--- config.mk ---
export PLATFORM = sky130hd
export DESIGN_NAME = alu_sweep_driver_flat
export DESIGN_NICKNAME = d
export VERILOG_FILES = /design/src/rtl/alu_sweep_driver_if.sv /design/src/rtl/alu_sweep_driver.sv /design/src/flat_wrapper.sv
export SDC_FILE = /design/constraint.sdc
export NUM_CORES = 1
export LEC_CHECK = 0
export CAP_MARGIN = 0
export CORE_MARGIN = 5
export CORE_UTILIZATION = 55
export DETAILED_ROUTE_END_ITERATION = 10
export GPL_ROUTABILITY_DRIVEN = 0
export PLACE_DENSITY = 0.95
export SYNTH_ARGS = -nofsm -noshare
export SYNTH_HDL_FRONTEND = slang
export SYNTH_SLANG_ARGS = --single-unit
--- constraint.sdc ---
create_clock -name clk -period 10.6 [get_ports clk]
set_clock_uncertainty 0.15 [all_clocks]
set_input_delay 1.06 -clock clk [delete_from_list [all_inputs] [get_ports clk]]
set_output_delay 1.06 -clock clk [all_outputs]
set_load 0.005 [all_outputs]
--- src/rtl/alu_sweep_driver_if.sv ---
// ALU operand/command/result bus between a sweep driver and an ALU.
// The driver is the master; the ALU answers combinationally.
interface alu_sweep_driver_if #(
  parameter int WIDTH = 16
);
  logic [WIDTH-1:0] alu_a;
  logic [WIDTH-1:0] alu_b;
  logic [3:0]       alu_cmd;
  logic [WIDTH-1:0] alu_result;

  modport master (
    output alu_a,
    output alu_b,
    output alu_cmd,
    input  alu_result
  );

  modport slave (
    input  alu_a,
    input  alu_b,
    input  alu_cmd,
    output alu_result
  );
endinterface

--- src/rtl/alu_sweep_driver.sv ---
// ALU sweep driver: walks an A x B rectangle and checks each result.
// Define ALU_SWEEP_SUB_EN to also test subtraction on every pair.
module alu_sweep_driver #(
  parameter int         WIDTH   = 16,
  parameter logic [3:0] ADD_CMD = 4'h0,
  parameter logic [3:0] SUB_CMD = 4'h1,
  parameter int         ERR_W   = 16
) (
  input  logic             clk,
  input  logic             rst,
  input  logic             start,
  input  logic [WIDTH-1:0] a_start,
  input  logic [WIDTH-1:0] a_end,
  input  logic [WIDTH-1:0] b_start,
  input  logic [WIDTH-1:0] b_end,
  alu_sweep_driver_if.master alu,
  output logic             busy,
  output logic             done,
  output logic [ERR_W-1:0] err_count,
  output logic [WIDTH-1:0] first_err_a,
  output logic [WIDTH-1:0] first_err_b,
  output logic [WIDTH-1:0] first_err_res,
`ifdef ALU_SWEEP_SUB_EN
  output logic             first_err_sub,
`endif
  output logic             err_flag
);

  typedef enum logic [1:0] {
    IDLE,
    EMPTY,
    RUN,
    DONE
  } state_t;

  state_t state, state_nxt;

  logic [WIDTH-1:0] a_hi;
  logic [WIDTH-1:0] b_lo;
  logic [WIDTH-1:0] b_hi;
  logic [WIDTH-1:0] expect_res;
  logic             accept;
  logic             empty;
  logic             a_last;
  logic             b_last;
  logic             pair_end;
  logic             mismatch;

  assign accept = start &&
                  (state == IDLE || state == DONE);
  assign empty  = (a_start > a_end) ||
                  (b_start > b_end);

  // One spare bit keeps an all-ones end from wrapping.
  assign a_last = {1'b0, alu.alu_a} >= {1'b0, a_hi};
  assign b_last = {1'b0, alu.alu_b} >= {1'b0, b_hi};

`ifdef ALU_SWEEP_SUB_EN
  logic sub_ph;
  assign pair_end = sub_ph;
`else
  assign pair_end = 1'b1;
`endif

  always_comb begin
    expect_res = alu.alu_a + alu.alu_b;
    if (alu.alu_cmd == SUB_CMD)
      expect_res = alu.alu_a - alu.alu_b;
  end

  assign mismatch = (state == RUN) &&
                    (alu.alu_result != expect_res);

  assign busy = (state == RUN);
  assign done = (state == DONE);

  always_ff @(posedge clk) begin
    if (rst) state <= IDLE;
    else     state <= state_nxt;
  end

  always_comb begin
    state_nxt = state;
    unique case (state)
      IDLE, DONE:
        if (start) state_nxt = empty ? EMPTY : RUN;
      EMPTY:
        state_nxt = DONE;
      RUN:
        if (pair_end && a_last && b_last)
          state_nxt = DONE;
      default:
        state_nxt = IDLE;
    endcase
  end

  always_ff @(posedge clk) begin
    if (rst) begin
      alu.alu_a     <= '0;
      alu.alu_b     <= '0;
      alu.alu_cmd   <= ADD_CMD;
      a_hi          <= '0;
      b_lo          <= '0;
      b_hi          <= '0;
      err_count     <= '0;
      err_flag      <= 1'b0;
      first_err_a   <= '0;
      first_err_b   <= '0;
      first_err_res <= '0;
`ifdef ALU_SWEEP_SUB_EN
      first_err_sub <= 1'b0;
      sub_ph        <= 1'b0;
`endif
    end else if (accept) begin
      err_count     <= '0;
      err_flag      <= 1'b0;
      first_err_a   <= '0;
      first_err_b   <= '0;
      first_err_res <= '0;
`ifdef ALU_SWEEP_SUB_EN
      first_err_sub <= 1'b0;
      sub_ph        <= 1'b0;
      alu.alu_cmd   <= ADD_CMD;
`endif
      if (!empty) begin
        alu.alu_a <= a_start;
        alu.alu_b <= b_start;
        a_hi      <= a_end;
        b_lo      <= b_start;
        b_hi      <= b_end;
      end
    end else if (state == RUN) begin
      if (mismatch) begin
        if (err_count != {ERR_W{1'b1}})
          err_count <= err_count + 1'b1;
        err_flag <= 1'b1;
        if (!err_flag) begin
          first_err_a   <= alu.alu_a;
          first_err_b   <= alu.alu_b;
          first_err_res <= alu.alu_result;
`ifdef ALU_SWEEP_SUB_EN
          first_err_sub <= (alu.alu_cmd == SUB_CMD);
`endif
        end
      end
`ifdef ALU_SWEEP_SUB_EN
      sub_ph      <= !sub_ph;
      alu.alu_cmd <= sub_ph ? ADD_CMD : SUB_CMD;
`endif
      // Last pair holds its operands so DONE keeps them visible.
      if (pair_end) begin
        if (!b_last) begin
          alu.alu_b <= alu.alu_b + 1'b1;
        end else if (!a_last) begin
          alu.alu_b <= b_lo;
          alu.alu_a <= alu.alu_a + 1'b1;
        end
      end
    end
  end

endmodule
--- src/flat_wrapper.sv ---
// flat-port wrapper written by rule: the top's interface ports become plain ports
module alu_sweep_driver_flat 
#(
  parameter int         WIDTH   = 16,
  parameter logic [3:0] ADD_CMD = 4'h0,
  parameter logic [3:0] SUB_CMD = 4'h1,
  parameter int         ERR_W   = 16
)
  (clk, rst, start, a_start, a_end, b_start, b_end, busy, done, err_count, first_err_a, first_err_b, first_err_res, err_flag, alu_alu_a, alu_alu_b, alu_alu_cmd, alu_alu_result);
  alu_sweep_driver_if #(.WIDTH(WIDTH)) alu_i ();
  input  logic clk;
  input  logic rst;
  input  logic start;
  input  logic [WIDTH-1:0] a_start;
  input  logic [WIDTH-1:0] a_end;
  input  logic [WIDTH-1:0] b_start;
  input  logic [WIDTH-1:0] b_end;
  output logic busy;
  output logic done;
  output logic [ERR_W-1:0] err_count;
  output logic [WIDTH-1:0] first_err_a;
  output logic [WIDTH-1:0] first_err_b;
  output logic [WIDTH-1:0] first_err_res;
  output logic err_flag;
  output wire logic [$bits(alu_i.alu_a)-1:0] alu_alu_a;
  output wire logic [$bits(alu_i.alu_b)-1:0] alu_alu_b;
  output wire logic [$bits(alu_i.alu_cmd)-1:0] alu_alu_cmd;
  input wire logic [$bits(alu_i.alu_result)-1:0] alu_alu_result;
  assign alu_alu_a = alu_i.alu_a;
  assign alu_alu_b = alu_i.alu_b;
  assign alu_alu_cmd = alu_i.alu_cmd;
  assign alu_i.alu_result = alu_alu_result;
  alu_sweep_driver #(.WIDTH(WIDTH), .ADD_CMD(ADD_CMD), .SUB_CMD(SUB_CMD), .ERR_W(ERR_W)) u_core (.clk(clk), .rst(rst), .start(start), .a_start(a_start), .a_end(a_end), .b_start(b_start), .b_end(b_end), .alu(alu_i), .busy(busy), .done(done), .err_count(err_count), .first_err_a(first_err_a), .first_err_b(first_err_b), .first_err_res(first_err_res), .err_flag(err_flag));
endmodule
# [After elaboration in Yosys (flattened, before gate mapping)]
# Index checks and enable logic that the tools add are counted.
[word_totals] ff_bits=147 input_bits=83 output_inout_bits=103 elab_cells=62
[classes] n_addsub=4 n_lt_le_gt_ge=4 eq_ne=10 mux=14 bitwise_logic=2 n_reduce_logical=17
[op_table] operator="$mux 16" count=10
[op_table] operator="$add 16x1->16 const B" count=3
[op_table] operator="$ge 16x16->1" count=2
[op_table] operator="$gt 16x16->1" count=2
[op_table] operator="$add 16x16->16" count=1
[op_table] operator="$ne 16x16->1" count=1
[op_table] operator="$ne 16x16->1 const B" count=1
[op_table] operator="$reduce_and 3->1" count=3
[op_table] operator="$mux 2" count=3
[op_table] operator="$pmux 2 s3" count=1
[op_table] operator="$reduce_and 2->1" count=3
[op_table] operator="$eq 2x2->1 const B" count=2
[op_table] operator="$ne 2x1->1 const B" count=2
[op_table] operator="$ne 2x2->1 const B" count=2
[op_table] operator="$reduce_and 4->1" count=1
[op_table] operator="$reduce_bool 2->1" count=2
[op_table] operator="$reduce_or 2->1" count=2
[op_table] operator="$logic_and 1x1->1" count=3
[op_table] operator="$ne 3x2->1 const B" count=1
[op_table] operator="$eq 2x1->1 const B" count=1
[op_table] operator="$logic_not 2->1" count=1
[op_table] operator="$logic_or 1x1->1" count=2
[op_table] operator="$not 1->1" count=2

# [Longest topological paths before layout]
# Gate-level depths: netlist (run 1).
[depth] depth_word=5 depth_mapped=12 depth_no_buf=10

# [Worst setup path before layout (run 1)]
# No wires, ideal clock.
[synth_path] kind="input -> register" from="input port b_end[9]" to="register u_core.a_hi[10]" setup_ns=0.070 t_arrival_ns=3.337 required_time_ns=10.380 path_slack_ns=7.043 stages=11 path_cell_list="inv_1 ha_1 a21o_1 a221o_1 a221oi_1 o22ai_1 nor3_1 clkbuf_1 buf_1 nand2_1 a21oi_1"
[synth_between] elab_chain_len=4
[synth_lines] element="from (decl)" line_no="flat_wrapper.sv:17" text="input logic [WIDTH-1:0] b_end;"
[synth_lines] element="$gt 16x16->1" line_no="alu_sweep_driver.sv:52" text="(b_start > b_end);"
[synth_lines] element="$logic_or 1x1->1" line_no="alu_sweep_driver.sv:51" text="assign empty = (a_start > a_end) ||"
[synth_lines] element="$not 1->1 (no source line)"
[synth_lines] element="$reduce_and 2->1 (no source line)"
[synth_lines] element="to (signal assigned)" line_no="alu_sweep_driver.sv:128" text="a_hi <= a_end;"
[synth_lines] element="to (decl)" line_no="alu_sweep_driver.sv:38" text="logic [WIDTH-1:0] a_hi;"
# Every way passes these cells.
# A chain may end at the register's enable or synchronous reset.

# [Worst setup path after layout (run 1)]
[layout_path] from="register u_core.alu.alu_b[0]" to="register u_core.first_err_a[11]"
[layout_between] elab_chain_len=4
[layout_lines] element="from (decl)" line_no="alu_sweep_driver_if.sv:13" text="output alu_b,"
[layout_lines] element="from (signal assigned)" line_no="alu_sweep_driver.sv:127" text="alu.alu_b <= b_start;"
[layout_lines] element="from (signal assigned)" line_no="alu_sweep_driver.sv:153" text="alu.alu_b <= alu.alu_b + 1'b1;"
[layout_lines] element="from (signal assigned)" line_no="alu_sweep_driver.sv:155" text="alu.alu_b <= b_lo;"
[layout_lines] element="$add 16x16->16" line_no="alu_sweep_driver.sv:66" text="expect_res = alu.alu_a + alu.alu_b;"
[layout_lines] element="$ne 16x16->1" line_no="alu_sweep_driver.sv:72" text="(alu.alu_result != expect_res);"
[layout_lines] element="$logic_and 1x1->1" line_no="alu_sweep_driver.sv:71" text="assign mismatch = (state == RUN) &&"
[layout_lines] element="$reduce_and 3->1 (no source line)"
[layout_lines] element="to (signal assigned)" line_no="alu_sweep_driver.sv:138" text="first_err_a <= alu.alu_a;"
[layout_lines] element="to (decl)" line_no="alu_sweep_driver.sv:20" text="output logic [WIDTH-1:0] first_err_a,"
# Every way passes these cells.

==> key figures, run 1 <==
Route
  – WL final: 29.48 mm
  – Via count: 9682
  – 1st-pass router iterations: 6
  – DR vias/cell: 6.263
  – Drt first-iter violations: around 1.2k
  – Per-cell routed wire length: 19.07 µm
  – Post-route ant nets: 0
  – Residual DRC: 0

Floorplan
  – Die area: 0.02014 mm²
  – Die Wd: 141.9 µm
  – Starting density of the core: 55.71%
  – Die Span Y: around 140 µm
  – Row cnt: 48
  – Core area: roughly 0.017 mm²
  – Num ports: 186

Synth
  – Avg Inst Size Synth: 8.165 µm²
  – Area contributors post-synth: dfxtp_1 31%, ha_1 11%, a21oi_1 5.3%, nand2_1 5.0%, a21oi_2 4.1%
  – XOR/XNOR Fraction of Synth Area: 2.981%
  – Seq/Total Area, Yosys: 30.75%
  – Number of synthesized flops with an enable pin: 0
  – Post-synth top area share: 30.75%
  – Yosys reg bits: about 150
  – Leading area contributor after synthesis: dfxtp_1
  – Mux cell area share after synthesis: under 10%
  – Yosys cell types: 67
  – Simple-Gate Fraction of Synth Area: 20.89%
  – Yosys warnings: 0
  – Synth Area in Adders: 11.19%
  – Post-synthesis compound-gate area fraction: 24.28%
  – Mapped Cells: 1172
  – Main synth FF type: dfxtp_1
  – Ys async rst share: 0%
  – Area of the mapped netlist: 0.009569 mm²
  – Main combinational cell family by area after synthesis: compound AO/OA/AOI/OAI gates

STA
  – Fmax: 222.7 MHz
  – Final hold vios: 0
  – # setup viols final: 0
  – Final min period: approximately 4.5 ns
  – Slew HR: between 20% and 30%
  – Worst-Margin Slew: between 1 and 1.5 ns
  – Final worst slack: 6.109 ns
  – RSZ-0062 raised after global routing: false
  – Tcrit/Tclk final: 42.37%
  – TNS Setup: 0 ns
  – Final Max Tran Viols: 0

Worst hold path
  – Hold Crit Class: flop to flop
  – HP Start: u_core.b_hi[13]$_SDFFE_PP0P_

Clock network
  – Post-CTS setup buffer count: 0
  – Num CTS Buffers: 17
  – H-tree lvl count: 4
  – CTS resizes: 0
  – Num Clock Sinks: 147
  – CTS Hold Bufs: 0
  – Clock Path Buffers: 2
  – Clk root buf: clkbuf_16
  – Clock Latency Late Sink: 0.44 ns
  – Clock Pin Slew Worst Setup and Hold Paths: 0.06 ns
  – CTS tree: built

Worst setup path
  – Critical path class: flop to flop
  – Critical R2R Launch: u_core.alu.alu_b[0]$_SDFFE_PP0P_
  – Critical Path Sink Type: flop
  – Crit start category: flop
  – WP data required: ~11 ns
  – Worst Setup SP: u_core.alu.alu_b[0]$_SDFFE_PP0P_
  – Data arrival, critical path: 4.69 ns
  – Worst Path Max Fanout: 38

Global route
  – GRT Resource Usage Total: 28.54%
  – Largest net degree at the start of global routing: 98
  – Global-route wire length before repair: 46.80 mm
  – Vias in the first global route: 9365
  – Grt ovf: 0
  – Antenna violations before repair: 0

Power
  – Int Pwr: 1.484 mW
  – Sequential Power Share: 30.3%
  – Logic gate share of total power: approximately 45%
  – Net Sw Frac: 40.74%
  – Leakage power: 4.524 nW
  – Clock power share: between 20% and 30%
  – Switching power: about 1.0 mW
  – Total power: 2.504 mW
  – Power per cell area: 208.5 mW/mm²
  – VDD IR max: 0.1626 mV

Place
  – Pre-CTS setup slack: 5.866 ns
  – I/O Buffers: between 150 and 200
  – Dpl hpwl: 20.61 mm

Job
  – Max-cap viol count: 0

Finish
  – Commonest non-fill, non-tap cell in the layout: clkdlybuf4s50_1
  – Area grow syn2layout: 25.50%
  – Post-layout util: 69.92%
  – Share of cells above drive strength 1: 8.857%
  – Antenna Cells: 0
  – Most frequent cells in the layout: 180 x clkdlybuf4s50_1, 146 x dfxtp_1, 128 x nand2_1
  – Fin nets: 1476

Status
  – Status: finished clean
[flip-flops by register name (all words and copies together) (netlist names)]
register / flops
u_core.b_lo: 16
u_core.first_err_b: 16
u_core.first_err_a: 16
u_core.first_err_res: 16
u_core.err_count: 16
u_core.b_hi: 16
u_core.alu.alu_b: 16
u_core.state: 2
u_core.err_flag: 1
u_core.a_hi: 16
u_core.alu.alu_a: 16
[through the flow]
stage / hold slack, ns / instances / instance area (µm²)
floorplan: 0.2838 / 1175 / 9580
global placement: 0.2901 / 1514 / 11400
detailed placement: 0.2965 / 1514 / 11400
CTS: 0.3051 / 1546 / 12010
global route: 0.3247 / 1546 / 12010
finish: 0.3041 / 1546 / 12010
[critical path: stages, from the launching register on]
cell and delay, ns:
dfxtp_1 0.44, ha_1 0.31, fa_1 0.42, a211oi_1 0.44, o21bai_1 0.24, nand4_1 0.13
nand4_1 0.11, or4b_4 0.55, o41ai_4 0.78, buf_4 0.50, o21ai_1 0.14, a21oi_2 0.17
[routing by layer]
layer / vias to the layer above / track usage (%) / routed length (µm)
li1: 4509 / - / -
met1: 4532 / 35.58 / 11250
met2: 546 / 47.05 / 14060
met3: 95 / 6.808 / 3067
met4: 0 / 12.63 / 1101
met5: - / 0 / 0
[cells in the mapped netlist (6+ instances only)]
master    number
nand3b_1      47
nand2b_1      18
inv_1         68
mux2_2        13
nand3_1       27
nand4_1       24
nor3_1        17
a21oi_2       45
o211ai_1       6
and4_1         8
xnor2_1       20
o21a_1         6
mux2i_1       19
o32ai_1       13
o21ai_0       24
a22oi_1       10
o21ai_1       46
or3_1         19
ha_1          84
and2_1         7
a211oi_1       9
and3_1         9
xor2_1        10
nand2_1      128
a221oi_1      18
buf_2         11
dfxtp_1      147
clkbuf_1      51
a21o_1        27
a21oi_1      101
nor2_1        61
[path summary, 6_finish.rpt]
kind / slack, ns / depth (start not counted) / to
min: 0.30 / 2 / u_core.b_hi[13]$_SDFFE_PP0P_
max: 6.11 / 11 / u_core.first_err_a[11]$_SDFFE_PP0P_
min reg2reg: 0.30 / 2 / u_core.b_hi[13]$_SDFFE_PP0P_
max reg2reg: 6.11 / 11 / u_core.first_err_a[11]$_SDFFE_PP0P_
[cells by family (layout without fill, tap and decap cells)]
logic type / count (synthesis) / in the layout
buffers and inverters: 144 / 290
AO/OA/AOI/OAI: 346 / 346
flip-flops: 147 / 147
XOR/XNOR: 31 / 31
AND/OR/NAND/NOR: 386 / 386
other: 1 / 4
adder cells (fa/ha/maj): 85 / 85
multiplexers: 32 / 32
[power groups by stage]
stage          clock network, mW  logic (mW)  registers, mW
3_5_place_dp                   0        1.09          0.762
4_1_cts                    0.624        1.10          0.751
2_1_floorplan                  0       0.781          0.713
3_3_place_gp                   0        1.05          0.758
6_report                   0.624        1.12          0.759
5_1_grt                    0.653        1.22          0.763
[layout make-up]
class	count	area, µm²
well taps	225	281.5
inverters	68	255.2
multi-input cells	884	6046
fillers	1298	5167
repair buffers	190	1874
flip-flops and latches	147	2944
clock buffers	24	511.7
clock inverters	8	96.34
Note: power is estimated with default switching activity, not from simulation.
==> inputs of run 2 (changes only) <==
--- a/config.mk
+++ b/config.mk
@@ -7,10 +7,10 @@
 export LEC_CHECK = 0
 export CAP_MARGIN = 0
 export CORE_MARGIN = 5
-export CORE_UTILIZATION = 55
+export CORE_UTILIZATION = 48
 export DETAILED_ROUTE_END_ITERATION = 10
 export GPL_ROUTABILITY_DRIVEN = 0
-export PLACE_DENSITY = 0.95
+export PLACE_DENSITY = 0.89
 export SYNTH_ARGS = -nofsm -noshare
 export SYNTH_HDL_FRONTEND = slang
 export SYNTH_SLANG_ARGS = --single-unit
==> constraint.sdc (replaced) <==
create_clock -name clk -period 4.1 [get_ports clk]
set_clock_uncertainty 0.15 [all_clocks]
set_input_delay 0.41 -clock clk [delete_from_list [all_inputs] [get_ports clk]]
set_output_delay 0.41 -clock clk [all_outputs]
set_load 0.005 [all_outputs]
==> run 2 against run 1 <==
Effect of this change: non-clock buffer count increased by 41; setup slack got worse by 5.8 ns; register-to-register slack got worse by 5.8 ns; sequential power increased by 140%; critical path depth unchanged; worst hold slack about the same; core utilization decreased by 6.5 points.
==> key figures, run 2 (synthesis results as in run 1) <==
STA
  – Tcrit/Tclk final: 92.23% (+50 points)
  – Final min period: 3.781 ns (-0.7095 ns)
  – Final hold vios: 0 (unchanged)
  – TNS Setup: 0 ns (unchanged)
  – RSZ-0062 raised after global routing: false
  – # setup viols final: 0 (unchanged)
  – Final Max Tran Viols: 0 (unchanged)
  – Fmax: 264.5 MHz (+19%)
  – Worst-Margin Slew: 1.052 ns (-0.001270 ns)
  – Slew HR: 29.85% (+0.61 points)

Worst hold path
  – Hold Crit Class: flop to flop

Worst setup path
  – Worst Path Max Fanout: 14 (-63%)
  – Critical Path Sink Type: flop
  – Critical path class: flop to flop
  – Data arrival, critical path: 3.99 ns (-0.70 ns)
  – Slowest cell delay on critical path: 0.55 ns (-0.23 ns)
  – Crit start category: flop
  – Worst path most repeated cell: nand4_1
  – Crit-path slowest cell: or4b_4
  – Cell Chain, Critical Path: ha_1 -> fa_1 -> a211oi_1 -> o21bai_1 -> nand4_1 -> nand4_1 -> or4b_4 -> o41ai_4 -> buf_4 -> o21ai_1 -> a21oi_2
  – WP data required: 4.31 ns (-6.49 ns)

Route
  – Via count: 9742 (+0.62%)
  – 1st-pass router iterations: 6 (unchanged)
  – Per-cell routed wire length: 18.38 µm (-3.6%)
  – WL final: 29.90 mm (+1.4%)
  – Residual DRC: 0 (unchanged)
  – Drt first-iter violations: 1087 (-7.6%)
  – Post-route ant nets: 0 (unchanged)
  – DR vias/cell: 5.988 (-4.4%)

Global route
  – Antenna violations before repair: 0 (unchanged)
  – Grt ovf: 0 (unchanged)
  – Global-route wire length before repair: 46.64 mm (-0.34%)
  – Met1 global-route usage: 33.44% (-2.1 points)
  – Met2 Use GR: 40.65% (-6.4 points)
  – GRT Resource Usage Total: 25.62% (-2.9 points)
  – GR peak layer: met2
  – Largest net degree at the start of global routing: 97 (-1.0%)
  – Met3 usage: 5.476% (-1.3 points)
  – Vias in the first global route: 9125 (-2.6%)

Status
  – Status: finished clean

Clock network
  – H-tree lvl count: 4 (unchanged)
  – Num CTS Buffers: 17 (unchanged)
  – CTS Hold Bufs: 0 (unchanged)
  – CTS tree: built
  – Clock Path Buffers: 2 (unchanged)
  – Clock Pin Slew Worst Setup and Hold Paths: 0.06 ns (about the same)
  – CTS resizes: 0 (unchanged)
  – Post-CTS setup buffer count: 0 (unchanged)
  – Clock Latency Late Sink: 0.43 ns (about the same)
  – Clk root buf: clkbuf_16
  – Num Clock Sinks: 147 (unchanged)

Power
  – Total power: 6.695 mW (+170%)
  – Power per cell area: 540.9 mW/mm² (+160%)
  – VDD IR max: 0.4391 mV (+170%)
  – Leakage power: 4.729 nW (+4.5%)

Finish
  – Area grow syn2layout: 29.34%
  – Post-layout util: 63.39% (-6.5 points)
  – Fin area: 0.01238 mm² (+3.1%)
  – Share of cells above drive strength 1: 11.45% (+2.6 points)
  – Fin nets: 1517 (+2.8%)
  – Commonest non-fill, non-tap cell in the layout: clkdlybuf4s50_1
  – Fillers: 1615 (+24%)
  – Most frequent cells in the layout: 180 x clkdlybuf4s50_1, 146 x dfxtp_1, 128 x nand2_1
  – Antenna Cells: 0 (unchanged)

Floorplan
  – Die area: 0.02286 mm² (+14%)
  – Die Wd: 151.2 µm (+6.5%)
  – Die Span Y: 151.2 µm (+6.5%)
  – Num ports: 186 (unchanged)
  – Starting density of the core: 49.01% (-6.7 points)
  – Core area: 0.01953 mm² (+14%)
  – Row cnt: 51 (+6.3%)

Place
  – Dpl hpwl: 22.22 mm (+7.8%)
  – DP Area: 0.01177 mm² (+3.2%)
  – I/O Buffers: 181 (unchanged)

Job
  – Max-cap viol count: 0 (unchanged)
## run 2: changes by cell type in the layout (fill, tap and decap cells not counted), sizes merged
| cell | delta |
|---|---|
| buf | +41 |
| clkinvlp | +2 |
| bufinv | +1 |
| clkbuf | -1 |
| clkinv | -1 |
| inv | -1 |
## run 2: metrics by stage
step                cells  worst slack [ns]  hold slack (ns)
finish               1627            0.3186           0.3041
global route         1627            0.1382           0.3239
CTS                  1627            0.3534           0.3064
detailed placement   1595            0.2588           0.2959
global placement     1595            0.3407           0.2898
floorplan            1175            0.7143           0.2838
## run 2: worst paths after layout
kind	start	end	slack, ns	cells past startpoint
hold reg to reg	u_core.b_lo[7]$_SDFFE_PP0P_	u_core.b_lo[7]$_SDFFE_PP0P_	0.30	2
hold / removal	u_core.b_lo[7]$_SDFFE_PP0P_	u_core.b_lo[7]$_SDFFE_PP0P_	0.30	2
setup reg to reg	u_core.alu.alu_a[0]$_SDFFE_PP0P_	u_core.first_err_b[8]$_SDFFE_PP0P_	0.32	11
setup / recovery	u_core.alu.alu_a[0]$_SDFFE_PP0P_	u_core.first_err_b[8]$_SDFFE_PP0P_	0.32	11
## run 2: final cells by class
class,count,area (µm²),share of cell area [%]
Sequential cell,147,2944,23.79
Multi-Input combinational cell,884,6046,48.85
Timing Repair Buffer,231,2195,17.73
Clock inverter,9,127.6,1.031
Tap cell,265,331.6,2.679
Inverter,68,255.2,2.062
Clock buffer,23,478.0,3.862
## run 2: where the power goes
group / leakage (nW) / internal (mW) / switching [mW] / total, mW
registers: 1.19 / 1.63 / 0.194 / 1.82
logic: 3.25 / 1.38 / 1.88 / 3.27
clock network: 0.289 / 1.00 / 0.607 / 1.61
## run 2: metal layers
layer	vias up	share of wire, %
met5	-	0
met4	0	4.5
met3	106	11
met2	547	45
met1	4506	40
li1	4583	-
## run 2: worst max-delay path: cells and delay by family, from the launching register on
family | cells | cell delay, ns
AO/OA/AOI/OAI | 5 | 1.42
adder cells (fa/ha/maj) | 2 | 0.64
buffers and inverters | 1 | 0.30
flip-flops | 1 | 0.38
AND/OR/NAND/NOR | 3 | 0.81
==> inputs of run 3 (changes only) <==
--- a/config.mk
+++ b/config.mk
@@ -11,6 +11,7 @@
 export DETAILED_ROUTE_END_ITERATION = 10
 export GPL_ROUTABILITY_DRIVEN = 0
 export PLACE_DENSITY = 0.89
+export SKIP_LAST_GASP = 1
 export SYNTH_ARGS = -nofsm -noshare
 export SYNTH_HDL_FRONTEND = slang
 export SYNTH_SLANG_ARGS = --single-unit
==> results of run 3 <==
Same layout as run 2: the final DEF is identical, and so are final timing and power.
